--- src/rtl/slurm32_pkg.sv ---
// Shared types for the slurm32 CPU memory-port arbitration logic.
package slurm32_pkg;
    typedef enum logic [1:0] {IDLE, REQ, WAIT} arb_state_t;
    typedef enum logic {OWN_IF, OWN_LS} owner_t;
endpackage

--- src/rtl/cpu_arb_starve_counter.sv ---
// Saturating count of LS grants taken while a fetch is waiting.
module cpu_arb_starve_counter #(
    parameter int LIMIT = 4
) (
    input  logic clk,
    input  logic rst,
    input  logic clr,
    input  logic inc,
    output logic at_limit
);
    localparam int W = $clog2(LIMIT + 1);

    logic [W-1:0] cnt;

    always_ff @(posedge clk or posedge rst) begin
        if (rst)
            cnt <= '0;
        else if (clr)
            cnt <= '0;
        else if (inc && !at_limit)
            cnt <= cnt + W'(1);
    end

    assign at_limit = (cnt == W'(LIMIT));
endmodule

--- src/rtl/cpu_mem_arbiter.sv ---
// Shares one CPU memory port between fetch and load/store; one transaction in flight,
// LS priority with a starvation cap that forces a fetch through.
module cpu_mem_arbiter
    import slurm32_pkg::*;
#(
    parameter int BITS         = 32,
    parameter int ADDRESS_BITS = 32,
    parameter int STARVE_LIMIT = 4
) (
    input  logic                    CLK,
    input  logic                    RST,
    input  logic                    if_req,
    input  logic [ADDRESS_BITS-1:0] if_addr,
    input  logic                    if_flush,
    output logic                    if_gnt,
    output logic                    if_done,
    input  logic                    ls_req,
    input  logic                    ls_wr,
    input  logic [ADDRESS_BITS-1:0] ls_addr,
    input  logic [BITS-1:0]         ls_wdata,
    output logic                    ls_gnt,
    output logic                    ls_done,
    output logic                    ls_stall,
    output logic [BITS-1:0]         rdata,
    output logic                    mem_valid,
    output logic                    mem_wr,
    output logic [ADDRESS_BITS-1:0] mem_addr,
    output logic [BITS-1:0]         mem_wdata,
    input  logic                    mem_ready,
    input  logic                    mem_done,
    input  logic [BITS-1:0]         mem_rdata
);
    arb_state_t state;
    owner_t     owner;
    logic       drop;
    logic       at_limit;
    logic       if_cand, ls_sel, if_sel, arb;
    logic       if_gnt_ev, ls_gnt_ev;

    assign if_gnt_ev = (state == REQ) && mem_ready && (owner == OWN_IF);
    assign ls_gnt_ev = (state == REQ) && mem_ready && (owner == OWN_LS);

    cpu_arb_starve_counter #(.LIMIT(STARVE_LIMIT)) u_starve (
        .clk      (CLK),
        .rst      (RST),
        .clr      (if_gnt_ev || !if_req),
        .inc      (ls_gnt_ev && if_req),
        .at_limit (at_limit)
    );

    always_comb begin
        if_cand = if_req && !if_flush;
        ls_sel  = ls_req && !(if_cand && at_limit);
        if_sel  = if_cand && !ls_sel;
        // A completing LS whose ls_req is still high is the same access: the
        // execute stage has not seen ls_done yet, so defer arbitration to IDLE.
        arb = (state == IDLE) ||
              ((state == WAIT) && mem_done && !((owner == OWN_LS) && ls_req));
    end

    assign ls_stall = ls_req && !ls_done;

    always_ff @(posedge CLK or posedge RST) begin
        if (RST) begin
            state     <= IDLE;
            owner     <= OWN_IF;
            drop      <= 1'b0;
            mem_valid <= 1'b0;
            mem_wr    <= 1'b0;
            mem_addr  <= '0;
            mem_wdata <= '0;
            rdata     <= '0;
            if_gnt    <= 1'b0;
            if_done   <= 1'b0;
            ls_gnt    <= 1'b0;
            ls_done   <= 1'b0;
        end else begin
            if_gnt  <= 1'b0;
            ls_gnt  <= 1'b0;
            if_done <= 1'b0;
            ls_done <= 1'b0;
            case (state)
                REQ: begin
                    // The bus request is never retracted; a flushed fetch just loses its done.
                    if (if_flush && owner == OWN_IF)
                        drop <= 1'b1;
                    if (mem_ready) begin
                        mem_valid <= 1'b0;
                        if_gnt    <= (owner == OWN_IF);
                        ls_gnt    <= (owner == OWN_LS);
                        state     <= WAIT;
                    end
                end
                WAIT: begin
                    if (if_flush && owner == OWN_IF)
                        drop <= 1'b1;
                    if (mem_done) begin
                        rdata   <= mem_rdata;
                        if_done <= (owner == OWN_IF) && !drop && !if_flush;
                        ls_done <= (owner == OWN_LS);
                        drop    <= 1'b0;
                        state   <= IDLE;
                    end
                end
                default: ;
            endcase
            if (arb && (ls_sel || if_sel)) begin
                owner     <= ls_sel ? OWN_LS : OWN_IF;
                mem_valid <= 1'b1;
                mem_wr    <= ls_sel && ls_wr;
                mem_addr  <= ls_sel ? ls_addr : if_addr;
                mem_wdata <= ls_sel ? ls_wdata : '0;
                state     <= REQ;
            end
        end
    end
endmodule
--- config.mk ---
export PLATFORM = sky130hd
export DESIGN_NAME = cpu_mem_arbiter
export DESIGN_NICKNAME = d
export VERILOG_FILES = /design/src/rtl/slurm32_pkg.sv /design/src/rtl/cpu_arb_starve_counter.sv /design/src/rtl/cpu_mem_arbiter.sv
export SDC_FILE = /design/constraint.sdc
export NUM_CORES = 1
export LEC_CHECK = 0
export BUFFER_PORTS_ARGS = -buffer_cell sky130_fd_sc_hd__buf_2
export CAP_MARGIN = 10
export CELL_PAD_IN_SITES_DETAIL_PLACEMENT = 0
export CELL_PAD_IN_SITES_GLOBAL_PLACEMENT = 1
export CORE_MARGIN = 10
export CORE_UTILIZATION = 36
export DETAILED_ROUTE_END_ITERATION = 6
export HOLD_SLACK_MARGIN = 0.05
export PLACE_DENSITY = 0.94
export SETUP_SLACK_MARGIN = 0.1
export SYNTH_ARGS = -nofsm -noshare
export SYNTH_HDL_FRONTEND = slang
export SYNTH_SLANG_ARGS = --single-unit
--- constraint.sdc ---
create_clock -name CLK -period 10.3 [get_ports CLK]
set_input_delay 1.545 -clock CLK [delete_from_list [all_inputs] [get_ports CLK]]
set_output_delay 1.545 -clock CLK [all_outputs]
set_load 0.05 [all_outputs]
### Word-level counts from Yosys, hierarchy flattened

Cells that the tools add are included.

| operators by class | value |
|---|---|
| mux-type cells | 23 |
| reduce and logical (&&, ||, !) cells | 38 |
| equality and inequality tests | 5 |
| $add $sub $neg | 1 |
| bitwise logic cells | 1 |

Operators with widths:

| kind | count |
|---|---|
| $mux W32 | 2 |
| $logic_and A1 B1 Y1 | 18 |
| $mux W1 | 14 |
| $logic_not A1 Y1 | 8 |
| $reduce_bool A2 Y1 | 4 |
| $mux W2 | 3 |
| $mux W3 | 2 |
| $ne A3 B2 Y1 const B | 2 |
| $pmux W2 S2 | 1 |
| $reduce_and A2 Y1 | 2 |
| $add A3 B1 Y3 const B | 1 |
| $eq A3 B3 Y1 const B | 1 |
| $logic_or A1 B1 Y1 | 3 |
| $reduce_and A3 Y1 | 1 |
| $reduce_bool A3 Y1 | 1 |
| $eq A2 B1 Y1 const B | 1 |
| $eq A2 B2 Y1 const B | 1 |
| $logic_not A2 Y1 | 1 |
| $pmux W1 S2 | 1 |
| $not A1 Y1 | 1 |

| word-level totals | value |
|---|---|
| bits in registers | 109 |
| input bits | 136 |
| output and inout port bits | 103 |

### Depth between registers and ports, before layout

Gate-level depths: netlist (run 1).

| logic depth | value |
|---|---|
| depth after elaboration | 11 |
| mapped depth | 8 |
| mapped depth without buffers | 6 |

### By module

A second synthesis (run 1) with hierarchy kept.

| second synthesis, totals | value |
|---|---|
| cells, all modules | 314 |
| area, all modules | 4356.7 sq um |

By module, submodules not included:

| module | area each (sq um) | instances | cells each |
|---|---|---|---|
| cpu_mem_arbiter | 4155.2 | 1 | 295 |
| cpu_arb_starve_counter | 201.4 | 1 | 19 |

### Worst setup path before layout (run 1)

OpenSTA, ideal clock, no wires.

| timing | value |
|---|---|
| path kind | input-to-output |
| start point | input port ls_req |
| end point | output port ls_stall |
| arrival | 2252 ps |
| data required time | 8755 ps |
| stages on the path | 1 |
| path slack | 6503 ps |
| path through | nor2b_1 |

| between the ends | value |
|---|---|
| cells in the longest elaborated chain, start to end | 1 |

Ends and longest elaborated chain:

| item | line | RTL |
|---|---|---|
| from (decl) | cpu_mem_arbiter.sv:17 | `input logic ls_req,` |
| $logic_and A1 B1 Y1 | cpu_mem_arbiter.sv:61 | `assign ls_stall = ls_req && !ls_done;` |
| to (decl) | cpu_mem_arbiter.sv:23 | `output logic ls_stall,` |

Every way passes these cells.

### Worst setup path in the final report (run 1)

Ends and elaborated chain as after synthesis.

==> reports/results.ini, run 1 <==
[global_routing]
antenna_found_initial=2
grt_pass1_wl_um=19400
grt_overflow=0
grt_pass1_vias=3771
grt_max_degree=56
gr-usage-all-layers_pct=14.4

[yosys]
synth_area_leaders=dfrtp_1, mux2_2, a22o_1
synthesis.area_mm2=0.00433
yosys.cell_types.count=31
ys.flop_type=dfrtp_1
async_reset_ff_share_pct=100
synth_top_area_share_pct=63.0
avgSynthCellArea_um2=13.9
synth_edf_count=0
synth_seq_area_share_pct=63.0
synth_seq_cells=109
synthCells=312
synth_fp_nets=453
ys_warn_count=0
synth_top_area_cell=dfrtp_1

[cells_and_area]
final_common_cell=buf_2
area_delta_synth_final_pct=35.7
fin_area_mm2=0.00588
diodes=0
layout-drive-gt1-share_pct=53.9
multiInputGateArea_mm2=0.00143
final_cell_mix=buf_2, dfrtp_1, a22o_1, o22ai_1, mux2_2
seqCellArea_mm2=0.00273
nFillCells=1055
final_nets=683

[clock_tree]
numCtsBuffers=9
htree_levels=3
cts.clk_slew.worst_paths_ns=0.07
clock_path_buffers=2
clk_latency_ns=0.35
cts_tree=done
cts_hold_buf=0
cts.sinks=109
ctsResizeCount=0
post_cts_buffers=0
root_buffer=clkbuf_16

[sta]
fmax_mhz=275
hold_viol_final=0
final_max_slew_viol_count=0
clock_skew_ns=0.00894
relSlewSlack_pct=23.0
finalCritPeriodShare_pct=35.4
setup_violations=0
worstMarginPinSlew_ns=1.15
setup_tns_ns=0
layout_min_cycle_time_ns=3.64
rsz0062_at_grt=false

[job]
cap_violations=0

[floorplanning]
rows=40
ioPinCount=239
die_w_um=130
start_util_pct=36.4
dieArea_mm2=0.0168
die_h_um=130
core_mm2=0.0119

[placed_design]
gp_congestion=0.744
io_buffer_count=238
dp_hpwl_um=9700
place_area_mm2=0.00560

[route]
drt_iter0_markers=168
wirelength_um=12600
routedWlPerCell_um=18.2
via_per_inst=4.92
drc=0
routed-via-count=3415
ant_nets=0
first_pass_iters=4

[worst_setup_path]
cpLargestDelayFamily=buffers and inverters
path_class=in -> out
critical_path_required_ns=8.76
critPathSlowestCell=buf_2
crit_chain=buf_2 > nor2b_1 > buf_2
path_max_fanout=6
cp-start-kind=primary input
critPathArrivalTime_ns=2.10
crit_top_cell=buf_2
cp_slowest_stage_delay_ns=0.27
end_kind=primary output
crit_buf_inv=2

[power]
fin_total_pwr_uw=2380
leakagePower_uw=0.00298
cellPowerDensity_mw_per_mm2=405
irDropWorstVdd_uv=268

[status]
status=finished clean

[hold_path]
hp-class=reg -> reg

## synth_stat cells, types with 3 or more instances
| cell type | count |
|---|---|
| a22o_1 | 33 |
| o22ai_1 | 32 |
| buf_6 | 5 |
| mux2_2 | 32 |
| dfrtp_1 | 109 |
| a2bb2oi_1 | 31 |
| nor2b_1 | 4 |
| a31oi_1 | 3 |
| inv_1 | 8 |
| clkbuf_1 | 9 |
| nor2_1 | 3 |
| ha_1 | 5 |
| nand2_1 | 10 |
| buf_4 | 3 |
| buf_2 | 6 |
## sequential cells by signal (all words and copies together), names as in the netlist
| register | count |
|---|---|
| if_gnt | 1 |
| mem_valid | 1 |
| ls_done | 1 |
| mem_addr | 32 |
| drop | 1 |
| state | 2 |
| u_starve.cnt | 3 |
| rdata | 32 |
| ls_gnt | 1 |
| owner | 1 |
| if_done | 1 |
| mem_wr | 1 |
| mem_wdata | 32 |
## worst register-to-register path, cell delays in order (launching register included)
cell      delay (ns)
dfrtp_1         0.35
inv_1           0.07
ha_1            0.26
nand4b_1        0.12
nand2_1         0.64
nor2b_4         0.90
a22o_1          0.25
## final timing paths
kind                                      start           end  slack, ns  cells past startpoint
min in group asynchronous                   RST  mem_wdata[1]       1.30                      2
worst min-delay path                       drop       if_done       0.43                      1
worst max-delay path                     ls_req      ls_stall       6.66                      3
max in group asynchronous                   RST     rdata[10]       7.86                      3
worst min register to register             drop       if_done       0.43                      1
worst max register to register  u_starve.cnt[0]  mem_wdata[4]       7.66                      6
## per-stage QoR
step	std cells	util (%)	hold WS (ns)	worst slack, ns
finish	694	49.4	0.432	6.66
detailed placement	678	47.0	0.419	6.64
floorplan	312	-	0.410	5.88
CTS	694	49.4	0.433	6.65
global route	694	49.4	0.466	6.63
global placement	678	47.0	0.417	6.66
## power breakdown
part	switching (µW)	total, µW	internal, µW
Clock	162	330	168
Combinational	955	1320	369
Sequential	101	726	625
## routing by layer
layer | track usage [%] | share of wire (%)
met4 | 4.76 | 1.3
met3 | 5.84 | 10
met2 | 24.6 | 50
met5 | 0 | 0.25
met1 | 16.1 | 38
## cells by family after synthesis
kind of cell	synth area share (%)
adders and majority gates	1.44
DFF	63.0
buffers and inverters	3.98
muxes	8.78
and+or+nand+nor	2.66
AOI/OAI and AO/OA	20.2
## final cells by class
| cell class | count | area share (%) |
|---|---|---|
| Timing Repair Buffer | 242 | 20.8 |
| Sequential cell | 109 | 46.4 |
| Clock inverter | 7 | 1.00 |
| Clock buffer | 9 | 3.83 |
| Multi-Input combinational cell | 172 | 24.4 |
| Inverter | 8 | 0.553 |
| Tap cell | 147 | 3.13 |
(Power assumes the default switching activity.)
==> run 2: changes to the inputs <==
--- a/config.mk
+++ b/config.mk
@@ -10,10 +10,10 @@
 export CELL_PAD_IN_SITES_DETAIL_PLACEMENT = 0
 export CELL_PAD_IN_SITES_GLOBAL_PLACEMENT = 1
 export CORE_MARGIN = 10
-export CORE_UTILIZATION = 36
+export CORE_UTILIZATION = 34
 export DETAILED_ROUTE_END_ITERATION = 6
 export HOLD_SLACK_MARGIN = 0.05
-export PLACE_DENSITY = 0.94
+export PLACE_DENSITY = 0.9
 export SETUP_SLACK_MARGIN = 0.1
 export SYNTH_ARGS = -nofsm -noshare
 export SYNTH_HDL_FRONTEND = slang
==> constraint.sdc (replaced) <==
create_clock -name CLK -period 3.4 [get_ports CLK]
set_input_delay 0.51 -clock CLK [delete_from_list [all_inputs] [get_ports CLK]]
set_output_delay 0.51 -clock CLK [all_outputs]
set_load 0.05 [all_outputs]
==> run 2 against run 1 <==
  * Sequential share of layout area decreased by 0.81 points
  * Utilization decreased by 1.7 points
  * Cell count increased by 4.0%
  * Largest cell class unchanged
  * Highest routed layer unchanged
  * Worst setup slack got worse by 5.6 ns
  * Clock skew decreased by 0.00074 ns
  * Critical endpoint is now mem_wdata[1]
  * Global-route usage about the same
  * Combinational power increased to 3.0 times the previous value
==> reports/results.ini, run 2 (synthesis gave the netlist of run 1 again) <==
[cells_and_area]
nFillCells=1151
final_cell_mix=buf_2, dfrtp_1, a22o_1, o22ai_1, mux2_2
seqCellArea_mm2=0.00273
final_common_cell=buf_2
final_nets=686
area_delta_synth_final_pct=38.2
diodes=0
reg_top3=mem_addr x32, mem_wdata x32, rdata x32
multiInputGateArea_mm2=0.00143
layout-drive-gt1-share_pct=54.2

[global_routing]
grt_pass1_vias=3968
antenna_found_initial=2
grt_overflow=0
grt_max_degree=56
gr-usage-all-layers_pct=14.5
grt_pass1_wl_um=21100

[clock_tree]
ctsResizeCount=0
cts_hold_buf=0
cts.sinks=109
clk_latency_ns=0.34
htree_levels=3
cts_tree=done
numCtsBuffers=9
root_buffer=clkbuf_16
clock_path_buffers=2
post_cts_buffers=0
cts.clk_slew.worst_paths_ns=0.07

[route]
first_pass_iters=4
top_layer=met5
wl_met1_um=4990
via_per_inst=4.86
ant_nets=0
drc=0
wirelength_um=12900
route.met2.wl_um=6440
routed-via-count=3506
routedWlPerCell_um=17.9
drt_iter0_markers=136
wl_met3_um=1240

[status]
status=finished clean

[worst_setup_path]
path_max_fanout=34
r2r_slack_ns=1.04
critical_path_required_ns=3.68
reg2reg_to=mem_wdata[1]
critPathArrivalTime_ns=2.64
path_class=reg -> reg
reg2regPathDepth=6
end_kind=register
cp-start-kind=register
r2r_start=state[0]
crit_path_start=state[0]
crit_path_end=mem_wdata[1]

[floorplanning]
start_util_pct=34.5
ioPinCount=239
core_mm2=0.0126
die_w_um=133
dieArea_mm2=0.0177
die_h_um=133
rows=41

[sta]
setup_tns_ns=0
whs_ns=0.366
fmax_mhz=424
setup_violations=0
worstMarginPinSlew_ns=0.997
finalCritPeriodShare_pct=69.4
rsz0062_at_grt=false
worst_slack_ns=1.04
clock_skew_ns=0.00820
relSlewSlack_pct=33.4
layout_min_cycle_time_ns=2.36
final_max_slew_viol_count=0
hold_viol_final=0

[power]
fin_total_pwr_uw=7370
cellPowerDensity_mw_per_mm2=1230
leakagePower_uw=0.00302
irDropWorstVdd_uv=632

[placed_design]
gp_congestion=0.760
dp_slack_ns=0.992
dp_hpwl_um=10200
io_buffer_count=238

[job]
cap_violations=0

[hold_path]
hp-class=in -> async

[run 2: worst min path at each step]
stage / from / to / slack, ns
2_1_floorplan: drop / if_done / 0.41
3_3_place_gp: drop / if_done / 0.42
3_5_place_dp: drop / if_done / 0.45
4_1_cts: if_flush / if_done / 0.35
5_1_grt: if_flush / if_done / 0.36
6_report: RST / rdata[9] / 0.37
[run 2: metrics by stage]
stage | area [µm²] | utilization [%] | std cells
floorplan | 4340 | - | 312
global placement | 5650 | 45.0 | 706
detailed placement | 5650 | 45.0 | 706
CTS | 5990 | 47.6 | 722
global route | 5990 | 47.6 | 722
finish | 5990 | 47.6 | 722
[run 2: area by class of cell]
| cell class | count | share of cell area, % |
|---|---|---|
| flip-flops and latches | 109 | 45.6 |
| multi-input cells | 172 | 23.9 |
| repair buffers | 245 | 20.8 |
| clock buffers | 10 | 3.99 |
| well taps | 172 | 3.59 |
| clock inverters | 6 | 1.59 |
| inverters | 8 | 0.564 |
[run 2: layer usage]
layer,vias to the layer above,track usage (%)
met5,-,0
li1,1646,-
met3,23,6.32
met4,4,5.50
met1,1683,15.8
met2,150,24.3
[run 2: worst max-delay path: stages (launching register included)]
cell and delay [ns]:
dfrtp_1 0.40, inv_1 0.09, ha_1 0.21, a31o_1 0.30
buf_4 0.35, nor2b_4 0.69, a22o_1 0.23
[run 2: power breakdown]
part | total (µW) | internal [µW] | switching (µW) | leakage, µW
Clock | 1150 | 673 | 482 | 0.000157
Sequential | 2210 | 1890 | 316 | 0.00130
Combinational | 4000 | 1120 | 2890 | 0.00156
Total | 7370 | 3680 | 3680 | 0.00302
